--- src/rtl/dmem_mmio_bridge_if.sv ---
// Processor data-port bus plus the RAM and TX-byte side channels of the MMIO bridge.
// TX handshake: a byte moves when tx_valid & tx_ready at a rising edge; tx_data holds while tx_valid & !tx_ready.
interface dmem_mmio_bridge_if #(
    parameter int RAM_AW = 12
);
    logic [31:0]       address_dmem;
    logic [31:0]       data;
    logic              wren;
    logic [31:0]       q_dmem;
    logic [RAM_AW-1:0] ram_addr;
    logic [31:0]       ram_data;
    logic              ram_wren;
    logic [31:0]       ram_q;
    logic [7:0]        led;
    logic [7:0]        tx_data;
    logic              tx_valid;
    logic              tx_ready;

    modport slave (
        input  address_dmem, data, wren, ram_q, tx_ready,
        output q_dmem, ram_addr, ram_data, ram_wren, led, tx_data, tx_valid
    );

    modport master (
        output address_dmem, data, wren, ram_q, tx_ready,
        input  q_dmem, ram_addr, ram_data, ram_wren, led, tx_data, tx_valid
    );
endinterface

--- src/rtl/dmem_mmio_bridge.sv ---
// Data-memory bridge: routes processor loads/stores to an external synchronous RAM or to
// LED, 64-bit cycle counter and TX byte FIFO registers, with one-cycle read latency everywhere.
module dmem_mmio_bridge #(
    parameter int RAM_AW     = 12,
    parameter int FIFO_DEPTH = 4
) (
    input  logic clock,
    input  logic reset,
    dmem_mmio_bridge_if.slave bus
);
    localparam int PW = $clog2(FIFO_DEPTH);
    localparam int CW = PW + 1;
    localparam logic [CW-1:0] FULL_CNT = CW'(FIFO_DEPTH);

    localparam logic [31:0] LED_ADDR    = 32'h0000_1000;
    localparam logic [31:0] CYC_LO_ADDR = 32'h0000_1001;
    localparam logic [31:0] CYC_HI_ADDR = 32'h0000_1002;
    localparam logic [31:0] TX_DATA_ADDR = 32'h0000_1003;
    localparam logic [31:0] TX_STAT_ADDR = 32'h0000_1004;

    logic [7:0]    led_r;
    logic [63:0]   cycle_cnt;
    logic [31:0]   hi_snap;
    logic          overflow;
    logic          sel_ram;
    logic [31:0]   mmio_q;
    logic [31:0]   rd_val;
    logic [7:0]    fifo_mem [FIFO_DEPTH];
    logic [PW-1:0] rd_ptr;
    logic [PW-1:0] wr_ptr;
    logic [CW-1:0] fifo_cnt;

    logic ram_hit;
    logic is_load;
    logic fifo_full;
    logic fifo_empty;
    logic push_req;
    logic push;
    logic pop;
    logic overflow_evt;
    logic [2:0] cnt3;

    assign ram_hit      = (bus.address_dmem[31:RAM_AW] == '0);
    assign is_load      = !bus.wren;
    assign fifo_full    = (fifo_cnt == FULL_CNT);
    assign fifo_empty   = (fifo_cnt == '0);
    assign push_req     = bus.wren && (bus.address_dmem == TX_DATA_ADDR);
    assign pop          = !fifo_empty && bus.tx_ready;
    // A full FIFO still takes a push when the head leaves in the same cycle.
    assign push         = push_req && (!fifo_full || pop);
    assign overflow_evt = push_req && fifo_full && !pop;
    assign cnt3         = 3'(fifo_cnt);

    assign bus.ram_addr = bus.address_dmem[RAM_AW-1:0];
    assign bus.ram_data = bus.data;
    assign bus.ram_wren = bus.wren && ram_hit;
    assign bus.q_dmem   = sel_ram ? bus.ram_q : mmio_q;
    assign bus.led      = led_r;
    assign bus.tx_data  = fifo_mem[rd_ptr];
    assign bus.tx_valid = !fifo_empty;

    always_comb begin
        rd_val = '0;
        case (bus.address_dmem)
            LED_ADDR:     rd_val = {24'b0, led_r};
            CYC_LO_ADDR:  rd_val = cycle_cnt[31:0];
            CYC_HI_ADDR:  rd_val = hi_snap;
            TX_STAT_ADDR: rd_val = {26'b0, overflow, cnt3, fifo_empty, fifo_full};
            default:      rd_val = '0;
        endcase
    end

    always_ff @(posedge clock) begin
        if (!reset) begin
            led_r     <= '0;
            cycle_cnt <= '0;
            hi_snap   <= '0;
            overflow  <= 1'b0;
            sel_ram   <= 1'b0;
            mmio_q    <= '0;
            rd_ptr    <= '0;
            wr_ptr    <= '0;
            fifo_cnt  <= '0;
        end else begin
            cycle_cnt <= cycle_cnt + 64'd1;
            sel_ram   <= ram_hit;
            mmio_q    <= rd_val;
            if (bus.wren && (bus.address_dmem == LED_ADDR)) begin
                led_r <= bus.data[7:0];
            end
            // HI reads return this snapshot so a LO-then-HI pair is coherent.
            if (is_load && (bus.address_dmem == CYC_LO_ADDR)) begin
                hi_snap <= cycle_cnt[63:32];
            end
            if (overflow_evt) begin
                overflow <= 1'b1;
            end else if (is_load && (bus.address_dmem == TX_STAT_ADDR)) begin
                overflow <= 1'b0;
            end
            if (push) begin
                wr_ptr <= wr_ptr + 1'b1;
            end
            if (pop) begin
                rd_ptr <= rd_ptr + 1'b1;
            end
            case ({push, pop})
                2'b10:   fifo_cnt <= fifo_cnt + 1'b1;
                2'b01:   fifo_cnt <= fifo_cnt - 1'b1;
                default: fifo_cnt <= fifo_cnt;
            endcase
        end
    end

    always_ff @(posedge clock) begin
        if (reset && push) begin
            fifo_mem[wr_ptr] <= bus.data[7:0];
        end
    end
endmodule

--- src/flat_wrapper.sv ---
// flat-port wrapper written by rule: the top's interface ports become plain ports
module dmem_mmio_bridge_flat 
#(
    parameter int RAM_AW     = 12,
    parameter int FIFO_DEPTH = 4
)
  (clock, reset, bus_address_dmem, bus_data, bus_wren, bus_ram_q, bus_tx_ready, bus_q_dmem, bus_ram_addr, bus_ram_data, bus_ram_wren, bus_led, bus_tx_data, bus_tx_valid);
  dmem_mmio_bridge_if #(.RAM_AW(RAM_AW)) bus_i ();
  input  logic clock;
  input  logic reset;
  input wire logic [$bits(bus_i.address_dmem)-1:0] bus_address_dmem;
  input wire logic [$bits(bus_i.data)-1:0] bus_data;
  input wire logic [$bits(bus_i.wren)-1:0] bus_wren;
  input wire logic [$bits(bus_i.ram_q)-1:0] bus_ram_q;
  input wire logic [$bits(bus_i.tx_ready)-1:0] bus_tx_ready;
  output wire logic [$bits(bus_i.q_dmem)-1:0] bus_q_dmem;
  output wire logic [$bits(bus_i.ram_addr)-1:0] bus_ram_addr;
  output wire logic [$bits(bus_i.ram_data)-1:0] bus_ram_data;
  output wire logic [$bits(bus_i.ram_wren)-1:0] bus_ram_wren;
  output wire logic [$bits(bus_i.led)-1:0] bus_led;
  output wire logic [$bits(bus_i.tx_data)-1:0] bus_tx_data;
  output wire logic [$bits(bus_i.tx_valid)-1:0] bus_tx_valid;
  assign bus_i.address_dmem = bus_address_dmem;
  assign bus_i.data = bus_data;
  assign bus_i.wren = bus_wren;
  assign bus_i.ram_q = bus_ram_q;
  assign bus_i.tx_ready = bus_tx_ready;
  assign bus_q_dmem = bus_i.q_dmem;
  assign bus_ram_addr = bus_i.ram_addr;
  assign bus_ram_data = bus_i.ram_data;
  assign bus_ram_wren = bus_i.ram_wren;
  assign bus_led = bus_i.led;
  assign bus_tx_data = bus_i.tx_data;
  assign bus_tx_valid = bus_i.tx_valid;
  dmem_mmio_bridge #(.RAM_AW(RAM_AW), .FIFO_DEPTH(FIFO_DEPTH)) u_core (.clock(clock), .reset(reset), .bus(bus_i));
endmodule
--- config.mk ---
export PLATFORM = sky130hd
export DESIGN_NAME = dmem_mmio_bridge_flat
export DESIGN_NICKNAME = d
export VERILOG_FILES = /design/src/rtl/dmem_mmio_bridge_if.sv /design/src/rtl/dmem_mmio_bridge.sv /design/src/flat_wrapper.sv
export SDC_FILE = /design/constraint.sdc
export NUM_CORES = 1
export LEC_CHECK = 0
export CORE_AREA = 4 4 180 112
export CTS_CLUSTER_SIZE = 16
export DETAILED_ROUTE_END_ITERATION = 7
export DIE_AREA = 0 0 184 116
export PLACE_DENSITY = 0.76
export RECOVER_POWER = 50
export SLEW_MARGIN = 5
export SYNTH_ARGS = -nofsm -noshare
export SYNTH_HDL_FRONTEND = slang
export SYNTH_SLANG_ARGS = --single-unit
--- constraint.sdc ---
create_clock -name clock -period 2.4 [get_ports clock]
set_input_delay 0.48 -clock clock [delete_from_list [all_inputs] [get_ports clock]]
set_output_delay 0.48 -clock clock [all_outputs]
set_load 0.05 [all_outputs]
======== After elaboration in Yosys (flattened, before gate mapping) ========
Memory sizes are Yosys's and may differ from the RTL's. A register that Yosys moved wholly into a read port is not among the register bits.
Index checks and enable logic that the tools add are counted.
Widths: inputs -> output; s select.
word-level totals
  flip-flop bits (word level) ............. 145
  latch bits .............................. 0
  RAM bits ................................ 32
  bits in read-only memories .............. 0
  input port bits ......................... 100
  output and inout port bits .............. 94
  word-level logic and storage cells ...... 51
  memories kept ........................... 1
cells by class
  add/sub/neg operators ................... 5
  $mul .................................... 0
  div/mod/pow operators ................... 0
  order comparisons ....................... 0
  equality and inequality tests ........... 8
  shift-type cells ........................ 0
  multiplexer cells ....................... 9
  bitwise operators ....................... 0
  reductions and logical operators ........ 19
memories
  memory           depth  width  read ports  clocked after Yosys merged registers in  wr ports  RTL line                RTL
  u_core.fifo_mem  4      8      1           1                                        1         dmem_mmio_bridge.sv:28  logic [7:0] fifo_mem [FIFO_DEPTH];
operators with widths
  cell                   count
  $eq 32x13->1 const B   5
  $pmux 32 s4            1
  $add 64x1->64 const B  1
  $mux 32                1
  $logic_not 20->1       1
  $logic_and 1x1->1      10
  $pmux 3 s2             1
  $add 2x1->2 const B    2
  $logic_not 1->1        4
  $mux 1                 4
  $mux 2                 2
  $reduce_bool 2->1      2
  $add 3x1->3 const B    1
  $eq 3x3->1 const B     1
  $logic_not 3->1        1
  $sub 3x1->3 const B    1
  $eq 2x1->1 const B     1
  $eq 2x2->1 const B     1
  $logic_or 1x1->1       1

======== Longest topological paths before layout ========
  word-level depth ........................ 8
  depth in mapped cells ................... 10
  gate-level depth less buffers ........... 9

======== Least setup slack after synthesis ========
No wires, ideal clock.
  kind .................................... in2out
  start point ............................. in bus_address_dmem[17]
  end point ............................... out bus_ram_wren
  arrival time ............................ 2.463 ns
  data required time ...................... 1.920 ns
  slack ................................... -0.543 ns
  stages .................................. 3
  buffers on the path ..................... 0
  cells stage by stage .................... nor4_1 > nand3_1 > nor4_1
on the way
  cells in the longest elaborated chain, start to end .. 2
RTL lines
  item               RTL line                RTL
  from (decl)        flat_wrapper.sv:11      input wire logic [$bits(bus_i.address_dmem)-1:0] bus_address_dmem;
  $logic_not 20->1   dmem_mmio_bridge.sv:43  assign ram_hit = (bus.address_dmem[31:RAM_AW] == '0);
  $logic_and 1x1->1  dmem_mmio_bridge.sv:56  assign bus.ram_wren = bus.wren && ram_hit;
  to (decl)          flat_wrapper.sv:19      output wire logic [$bits(bus_i.ram_wren)-1:0] bus_ram_wren;
No other way between the ends.

======== Worst setup path in the final report ========
  start point ............................. reg u_core.fifo_cnt[1] (netlist: u_core.cnt3[1])
  end point ............................... reg u_core.fifo_cnt[2] (netlist: u_core.cnt3[2])
on the way
  cells in the longest elaborated chain, start to end .. 7
  elaborated cells between the ends (all ways) .. 13
  those cells by class .................... add/sub (2); eq/ne (3); mux (1); reduce/logical (7)
RTL lines
  item                                             RTL line                 RTL
  from (decl)                                      dmem_mmio_bridge.sv:31   logic [CW-1:0] fifo_cnt;
  from (signal assigned)                           dmem_mmio_bridge.sv:107  2'b10: fifo_cnt <= fifo_cnt + 1'b1;
  from (signal assigned)                           dmem_mmio_bridge.sv:108  2'b01: fifo_cnt <= fifo_cnt - 1'b1;
  from (signal assigned)                           dmem_mmio_bridge.sv:109  default: fifo_cnt <= fifo_cnt;
  $logic_not 3->1                                  dmem_mmio_bridge.sv:46   assign fifo_empty = (fifo_cnt == '0);
  $logic_not 1->1                                  dmem_mmio_bridge.sv:48   assign pop = !fifo_empty && bus.tx_ready;
  $logic_and 1x1->1                                dmem_mmio_bridge.sv:48
  $logic_or 1x1->1                                 dmem_mmio_bridge.sv:50   assign push = push_req && (!fifo_full || pop);
  $logic_and 1x1->1                                dmem_mmio_bridge.sv:50
  $eq 2x1->1 or $eq 2x2->1 (tied branches)         dmem_mmio_bridge.sv:106  case ({push, pop})
  $pmux 3 s2 or $reduce_bool 2->1 (tied branches)  -
Several ways; a longest one is shown, not always the timed one.
A chain may end at the register's enable or synchronous reset.

==> results.py <==
metrics = {
    "outcome": {
        "status": "completed",
    },
    "route": {
        "routed_wl_um": 23700,
        "drt_drc_violations_left": 0,
        "antenna_left": 0,
        "wire_per_inst_um": 17.9,
        "viasPerCell": 5.65,
        "num_vias": 7457,
        "drt_iter0_markers": 934,
        "first_pass_iters": 7,
    },
    "setup_path": {
        "slowest_stage": "or4b_4",
        "cp_max_fo": 2,
        "cp.arrival_ns": 2.70,
        "r2r_slack_ns": 0.05,
        "cp_top_family": "simple AND/OR/NAND/NOR gates",
        "cp-end-kind": "register",
        "path_depth": 9,
        "cp.required_ns": 2.75,
        "worstSetupPathType": "register to register",
        "cpPeakStageDelay_ns": 0.53,
        "cp-start-kind": "register",
        "path_buf_inv": 1,
        "worstPathCellList": "or4b_4 -> nand4_1 -> or4_4 -> ha_4 -> inv_2 -> fa_2 -> xor2_2 -> or3_4 -> a21oi_2",
        "rr_worst_depth": 9,
    },
    "timing": {
        "final-hold-violation-count": 0,
        "skew_ns": 0.0108,
        "rsz0062_at_grt": "yes",
        "worst_slack_ns": 0.0547,
        "slew_violations": 0,
        "max_slew_margin": 0.493,
        "min_period_ns": 2.35,
        "post-route-period-util": 0.977,
        "worstMarginPinSlew_ns": 0.761,
        "fmax_mhz": 426,
        "finalSetupViolations": 0,
    },
    "clocking": {
        "clockRootBuffer": "clkbuf_16",
        "postCtsHoldBufs": 0,
        "clock_latency_ns": 0.42,
        "cts_tree": "done",
        "cts_num_sinks": 179,
        "htree_levels": 4,
        "path_clk_slew_ns": 0.07,
        "cts_made_buffers": 17,
        "cts_buffer_depth": 2,
    },
    "global_routing": {
        "grt_max_degree": 73,
        "grt_pass1_wl_um": 36900,
        "grt_usage": 0.217,
        "overflow": 0,
        "grt_pass1_vias": 6891,
        "antenna_found_initial": 0,
    },
    "synth": {
        "syn_inst": 900,
        "syn_area_per_cell_um2": 9.15,
        "synth-warning-count": 0,
        "async_reset_ff_frac": 0,
        "ys_ff_latch": 179,
        "synth_area_um2": 8240,
        "synth_edf_count": 32,
        "netlist-cell-type-count": 44,
        "yosys-top-cells-area": "dfxtp_1 (36%), edfxtp_1 (12%), nand3_1 (4.4%)",
        "syn_nets": 1007,
        "synth_ff_type": "dfxtp_1",
        "yosysTopAreaCell": "dfxtp_1",
        "yosysTopAreaCellShare": 0.357,
        "ys_seq_area_frac": 0.474,
    },
    "floorplan": {
        "core_area_um2": 18600,
        "ios": 194,
        "die_w_um": 184,
        "num_rows": 39,
        "initial_utilization": 0.442,
        "dieArea_um2": 21300,
        "fp.dieH_um": 116,
    },
    "final_layout": {
        "final_common_cell": "dfxtp_1",
        "diodes": 0,
        "area_delta_synth_final_pct": 37.7,
        "nFillCells": 1520,
        "final_layout_size_suffix_gt1_frac": 0.232,
        "final_cell_mix": "dfxtp_1 (144), buf_4 (85), nand2_1 (81)",
        "final_nets": 1168,
        "final_cells": 1320,
        "final_cell_area_um2": 11300,
    },
    "power_and_ir_drop": {
        "clockPowerShare": 0.437,
        "p_sw_frac": 0.245,
        "intPower_mw": 4.62,
        "power_frac_comb": 0.063,
        "p_switching_mw": 1.50,
        "power_leakage_nw": 3.93,
        "powerDensity_nw_per_um2": 540,
        "p_seq_frac": 0.500,
        "irDropWorstVdd_v": 0.000508,
    },
    "place": {
        "routabilityCongestion": 0.997,
        "placed_cells": 1277,
        "detailed_place.area_um2": 10700,
        "io_buffers": 145,
        "post-dp-hpwl_um": 17000,
        "dp_worst_setup_slack_ns": -0.730,
    },
    "job": {
        "drv_cap": 0,
    },
    "min_path": {
        "min_path_cells": 2,
        "hold_path_class": "register to register",
    },
}
==> worst min-delay path: cells and delay by family (launching register included) <==
kind | cells | cell delay, ns
DFF | 1 | 0.32
AOI/OAI and AO/OA | 1 | 0.06
and+or+nand+nor | 1 | 0.05
==> synth_stat cells (7+ instances only) <==
cell type    n
dfxtp_1    147
nand2_1     81
nor2_1      79
nand3_1     73
o21ai_0     71
buf_4       44
clkbuf_1    40
a21oi_1     37
edfxtp_1    32
mux2_2      32
nand4_1     32
or3_1       30
a22oi_1     24
nor4_1      24
xor2_1      19
xnor2_1     18
inv_1       15
nor3_1      11
buf_1       10
and2_1       8
mux4_2       8
mux2i_1      7
nor2b_1      7
==> metal layers <==
metal / part of all wire / track usage / vias up / routed length (um)
li1: - / - / 3497 / -
met1: 0.45 / 0.320 / 3558 / 10700
met5: 0 / 0 / - / 0
met2: 0.42 / 0.314 / 371 / 9970
met4: 0.012 / 0.0487 / 0 / 282
met3: 0.12 / 0.0671 / 31 / 2740
==> power by group through the flow <==
stage / combinational, mW / sequential, mW / clock [mW]
3_3_place_gp: 0.394 / 3.13 / 0
6_report: 0.388 / 3.06 / 2.67
4_1_cts: 0.396 / 3.06 / 2.69
5_1_grt: 0.409 / 3.06 / 2.85
2_1_floorplan: 0.274 / 3.13 / 0
3_5_place_dp: 0.398 / 3.13 / 0
==> what timing repair did <==
item,CTS,global route
setup endpoints to repair,5,74
pin swaps,15,16
resized for setup,26,43
gates cloned,0,1
setup buffers,9,1
==> area by class of cell <==
class,instances,area [um^2],area share
Sequential cell,179,3910,0.345
Multi-Input combinational cell,609,3900,0.344
Timing Repair Buffer,238,2600,0.229
Clock buffer,18,429,0.0378
Tap cell,246,308,0.0271
Clock inverter,14,141,0.0125
Inverter,16,60.1,0.00530
==> metrics by stage <==
step / power [mW] / hold slack [ns] / util / TNS [ns]
finish: 6.12 / 0.469 / 0.608 / 0
global route: 6.31 / 0.495 / 0.608 / -0.0291
CTS: 6.15 / 0.469 / 0.607 / -0.0539
detailed placement: 3.53 / 0.461 / 0.572 / -23.50
global placement: 3.52 / 0.452 / 0.572 / -19.32
floorplan: 3.40 / 0.441 / - / 0
==> logic make-up (layout without fill, tap and decap cells) <==
group                      Yosys count  after routing  synth area share
and+or+nand+nor                    372            372             0.229
muxes                               47             47            0.0741
DFF                                179            179             0.474
AOI/OAI and AO/OA                  146            146             0.101
buffers and inverters              112            286            0.0714
xor gates and xnor gates            37             37            0.0393
adders and majority gates            7              7            0.0115
==> state kept, by name, summed over array words and instances (netlist names), named ones only <==
name / cells
u_core.hi_snap: 32
u_core.fifo_mem: 32
u_core.cnt3: 3
u_core.wr_ptr: 2
u_core.cycle_cnt: 64
u_core.mmio_q: 32
u_core.rd_ptr: 2
u_core.sel_ram: 1
u_core.bus.led: 8
u_core.overflow: 1
==> path summary, 6_finish.rpt <==
kind | from | to
max | u_core.cnt3[1] | u_core.cnt3[2]
min | u_core.cycle_cnt[63] | u_core.hi_snap[31]
max reg2reg | u_core.cnt3[1] | u_core.cnt3[2]
min reg2reg | u_core.cycle_cnt[63] | u_core.hi_snap[31]
(Power assumes the default switching activity.)
==> edit 1, RTL diff (config.mk and constraints unchanged) <==
`RAM_AW` is set to 12 in 3 places; all go to 10.
--- a/src/rtl/dmem_mmio_bridge_if.sv
+++ b/src/rtl/dmem_mmio_bridge_if.sv
@@ -1,7 +1,7 @@
 // Processor data-port bus plus the RAM and TX-byte side channels of the MMIO bridge.
 // TX handshake: a byte moves when tx_valid & tx_ready at a rising edge; tx_data holds while tx_valid & !tx_ready.
 interface dmem_mmio_bridge_if #(
-    parameter int RAM_AW = 12
+    parameter int RAM_AW = 10
 );
     logic [31:0]       address_dmem;
     logic [31:0]       data;
--- a/src/rtl/dmem_mmio_bridge.sv
+++ b/src/rtl/dmem_mmio_bridge.sv
@@ -1,7 +1,7 @@
 // Data-memory bridge: routes processor loads/stores to an external synchronous RAM or to
 // LED, 64-bit cycle counter and TX byte FIFO registers, with one-cycle read latency everywhere.
 module dmem_mmio_bridge #(
-    parameter int RAM_AW     = 12,
+    parameter int RAM_AW     = 10,
     parameter int FIFO_DEPTH = 4
 ) (
     input  logic clock,
--- a/src/flat_wrapper.sv
+++ b/src/flat_wrapper.sv
@@ -1,7 +1,7 @@
 // flat-port wrapper written by rule: the top's interface ports become plain ports
 module dmem_mmio_bridge_flat 
 #(
-    parameter int RAM_AW     = 12,
+    parameter int RAM_AW     = 10,
     parameter int FIFO_DEPTH = 4
 )
   (clock, reset, bus_address_dmem, bus_data, bus_wren, bus_ram_q, bus_tx_ready, bus_q_dmem, bus_ram_addr, bus_ram_data, bus_ram_wren, bus_led, bus_tx_data, bus_tx_valid);
Ports: changed (resized bus_ram_addr); port bits go from 194 to 192. No check against the original RTL was run, so the function may have changed too.
==> edit 1 against the original RTL <==
- fmax decreased by 1.2%
- routed wire length decreased by 10%
- design area decreased by 5.7%
- sequential cell count unchanged
- utilization decreased by 3.5 points
- power increased by 0.70%
- die area unchanged
- via count decreased by 9.2%
- sequential share of layout area increased by 2.0 points
- worst setup slack got worse by 0.030 ns
- area after synthesis decreased by 1.6%
- critical endpoint is now bus_ram_wren
==> edit 1: results <==
{
  "outcome": "finished clean",
  "yosysSeqAreaShare_pct": 48.2,
  "gp_congestion": 0.870,
  "grt_max_degree": 112,
  "hold_path_depth": 3,
  "r2r-end": "u_core.cycle_cnt[46]",
  "post-place-ws_ns": -0.591,
  "synth_xor_area_share_pct": 3.57,
  "r2r-start": "u_core.cycle_cnt[11]",
  "cp_slowest_cell": "clkdlybuf4s50_1",
  "initialDrtViolationCount": 657,
  "arrival_ns": 1.89,
  "r2r_cells": 5,
  "min_from": "bus_address_dmem[12]",
  "reg2reg_slack_ns": 0.13,
  "port_buffers": 143,
  "setup.worst_path.end": "bus_ram_wren",
  "muxShareOfSynthArea_pct": 13.2,
  "vdd.ir_drop.worst_mv": 0.566,
  "leakagePower_uw": 0.00384,
  "post-route-period-util_pct": 99.0,
  "synthTopCellsByCount": "147 x dfxtp_1, 89 x nor2_1, 51 x mux2i_1",
  "worst_slew_pin_slew_ns": 0.628,
  "vias_per_cell": 5.54,
  "clock_skew_ns": 0.0143,
  "hp-class": "in -> reg",
  "max_stage_delay_ns": 0.43,
  "cp_top_family": "buffers and inverters",
  "insertion_delay_ns": 0.44,
  "internal-power_uw": 4610,
  "nFillCells": 1555,
  "fin_nets": 1071,
  "whs_endpoint": "u_core.sel_ram",
  "dr.pass1.iters": 5,
  "grt_pass1_wl_mm": 33.4,
  "dp_hpwl_mm": 15.0,
  "synth_compound_gate_area_share_pct": 8.09,
  "crit_start": "bus_address_dmem[11]",
  "synthDistinctLibCells": 46,
  "synth_fa_ha_area_share_pct": 1.17,
  "grt_pass1_vias": 6240,
  "syn-num-nets": 907,
  "grt_use_total_pct": 19.6,
  "final_cell_area_sq_um": 10700
}
edit 1: cell types whose count changed in the layout (fill, tap and decap cells not counted), moves of 24 or more:
cell / before / now
buf_12: 54 / 16
a32o_1: 0 / 24
nand3_1: 73 / 28
o21ai_0: 70 / 28
mux2i_1: 7 / 51
a22oi_1: 24 / 0
buf_4: 85 / 109
nand2_1: 81 / 31
edit 1: worst reg2reg max path, cell delays in order, from the launching register on:
cell and delay (ns):
dfxtp_1 0.43, nand4_2 0.17, or4_1 0.61, or3_4 0.48
or3_1 0.37, a21oi_1 0.14
edit 1: cell type report:
cell class	count	area share (%)
Timing Repair Buffer	226	18.9
Tap cell	246	2.88
Clock buffer	17	3.98
Sequential cell	179	36.5
Clock inverter	15	1.54
Inverter	17	0.596
Multi-Input combinational cell	523	35.6
edit 1: metrics by stage:
| step | hold slack [ns] | total power [uW] | std cells |
|---|---|---|---|
| floorplan | 0.438 | 3390 | 800 |
| global placement | 0.456 | 3510 | 1185 |
| detailed placement | 0.470 | 3510 | 1185 |
| CTS | 0.479 | 6230 | 1222 |
| global route | 0.401 | 6320 | 1223 |
| finish | 0.386 | 6160 | 1223 |
edit 1: what timing repair did:
action	in CTS	in global routing
setup buffers	5	2
resized for setup	36	21
setup endpoints to repair	4	8
gates cloned	0	0
hold buffers	0	0
endpoints found under the hold margin	0	0
pin swaps	14	16
edit 1: per-layer routing:
metal,track usage (%),routed length [um]
met1,29.6,10600
met2,28.8,8860
met3,3.70,1500
met4,5.07,221
met5,0,0
edit 1: power groups by stage:
stage	Sequential, uW	Combinational, uW	Clock, uW
after global placement	3130	378	0
after floorplan	3130	257	0
after CTS	3060	374	2800
after detailed placement	3130	382	0
after global routing	3060	364	2900
final	3060	345	2760
==> edit 2, RTL diff (same flow settings) <==
Made on the original files. Make the reset (`reset`) asynchronous in one clocked block.
--- a/src/rtl/dmem_mmio_bridge.sv
+++ b/src/rtl/dmem_mmio_bridge.sv
@@ -70,7 +70,7 @@
         endcase
     end
 
-    always_ff @(posedge clock) begin
+    always_ff @(posedge clock or negedge reset) begin
         if (!reset) begin
             led_r     <= '0;
             cycle_cnt <= '0;
Function: differs if reset is asserted again (counterexample within 4 cycles, from zero or initial values and one cycle with reset low); with reset held inactive, the same outputs for 10 cycles.
==> edit 2 against the original RTL <==
- the run now ends with capacitance limit, slew limit left
- highest routed layer unchanged
- design area decreased by 3.3%
- via count decreased by 21%
- sequential cell count decreased by 2
- worst setup slack improved by 0.028 ns
- routed wire length decreased by 7.5%
- power decreased by 0.31%
- clock skew increased by 0.0043 ns
- area after synthesis increased by 1.8%
==> edit 2: results <==
{
  "grt_max_degree": 119,
  "synthDistinctLibCells": 49,
  "grt_pass1_wl_mm": 33.2,
  "port_buffers": 145,
  "max_cap_viol_count": 2,
  "regMostFlops": "u_core.cycle_cnt",
  "dr.pass1.iters": 5,
  "cts_resized": 10,
  "n_antenna_cell": 0,
  "nFillCells": 1446,
  "relSlewSlack_pct": -7.41,
  "grtUsageMet1_pct": 30.5,
  "synthTopCellsByCount": "145 x dfrtp_1, 73 x mux2_2, 55 x xnor2_1",
  "grtUsageMet3_pct": 5.24,
  "grtUsageMet2_pct": 29.0,
  "max_stage_delay_ns": 0.28,
  "clk_pin_slew_ns": 0.07,
  "grt_use_total_pct": 20.3,
  "synth-edff-count": 32,
  "synth.area.top_cells": "dfrtp_1 43%, edfxtp_1 11%, mux2_2 9.8%",
  "cts_buffers": 17,
  "cts_buffer_depth": 2,
  "gp_congestion": 0.941,
  "outcome": "finished, violations left",
  "clock_skew_ns": 0.0152,
  "cp_slowest_cell": "dlygate4sd2_1",
  "arrival_ns": 1.84,
  "post-cts-setup-buffer-count": 2,
  "fin_nets": 922,
  "grt_pass1_vias": 5896,
  "yosys_warnings": 0,
  "worstPathMaxFanout": 2,
  "r2r-start": "u_core.cnt3[2]",
  "finalWirelength_mm": 21.9,
  "syn-num-nets": 764,
  "initialDrtViolationCount": 544,
  "drt-met1-wl_mm": 10.1,
  "dp_hpwl_mm": 15.8,
  "crit_start": "bus_address_dmem[20]",
  "vias_per_cell": 5.49,
  "synthArstFlopShare_pct": 81.9,
  "route.met3.wl_mm": 1.86,
  "violations": "capacitance limit, slew limit",
  "drive_gt1_share_pct": 31.0,
  "min_from": "u_core.cycle_cnt[63]",
  "wl_met2_mm": 9.51,
  "yosysSeqAreaShare_pct": 54.7,
  "root_buffer": "clkbuf_16",
  "slew_violations": 147,
  "largest_reg_flops": 64,
  "vdd.ir_drop.worst_mv": 0.473,
  "leakagePower_uw": 0.00497
}
edit 2: kinds of logic after synthesis:
| family | after synthesis | share of synthesized area, % |
|---|---|---|
| AOI/OAI and AO/OA | 38 | 4.00 |
| xor gates and xnor gates | 66 | 6.89 |
| DFF | 177 | 54.7 |
| adders and majority gates | 6 | 0.984 |
| and+or+nand+nor | 195 | 13.9 |
| muxes | 91 | 13.3 |
| buffers and inverters | 85 | 6.29 |
edit 2: worst paths after layout:
check	endpoint	slack, ns	depth (start not counted)
max	bus_ram_wren	0.08	6
min	u_core.cycle_cnt[63]	0.47	1
max reg2reg	u_core.cnt3[1]	0.27	7
min reg2reg	u_core.cycle_cnt[63]	0.47	1
max in group asynchronous	u_core.mmio_q[31]	0.53	2
min in group asynchronous	u_core.rd_ptr[0]	0.73	2
edit 2: report_power, final:
group	switching [uW]	internal, uW
Clock	1290	1390
Sequential	0.00000947	3060
Combinational	199	174
edit 2: layout make-up:
type | count | share of cell area, %
clock inverter | 14 | 1.31
multi-input combinational | 396 | 30.7
timing repair buffer | 208 | 18.8
tap | 246 | 2.81
inverter | 16 | 0.548
clock buffer | 18 | 3.91
sequential | 177 | 41.9
edit 2: critical path: cells and delay by family:
family        cells  cell delay [ns]
simple gates      4             0.95
buf+inv           2             0.41
edit 2: through the flow:
step | cells | setup slack, ns | cell area (sq um) | hold slack (ns) | util [%]
after global routing | 1075 | -0.0595 | 11000 | 0.499 | 58.8
after detailed placement | 1038 | -0.540 | 10300 | 0.462 | 55.1
final | 1075 | 0.0831 | 11000 | 0.472 | 58.8
after global placement | 1038 | -0.471 | 10300 | 0.456 | 55.1
after CTS | 1072 | -0.0771 | 10900 | 0.0900 | 58.5
after floorplan | 658 | 0.0796 | 8390 | 0.184 | -
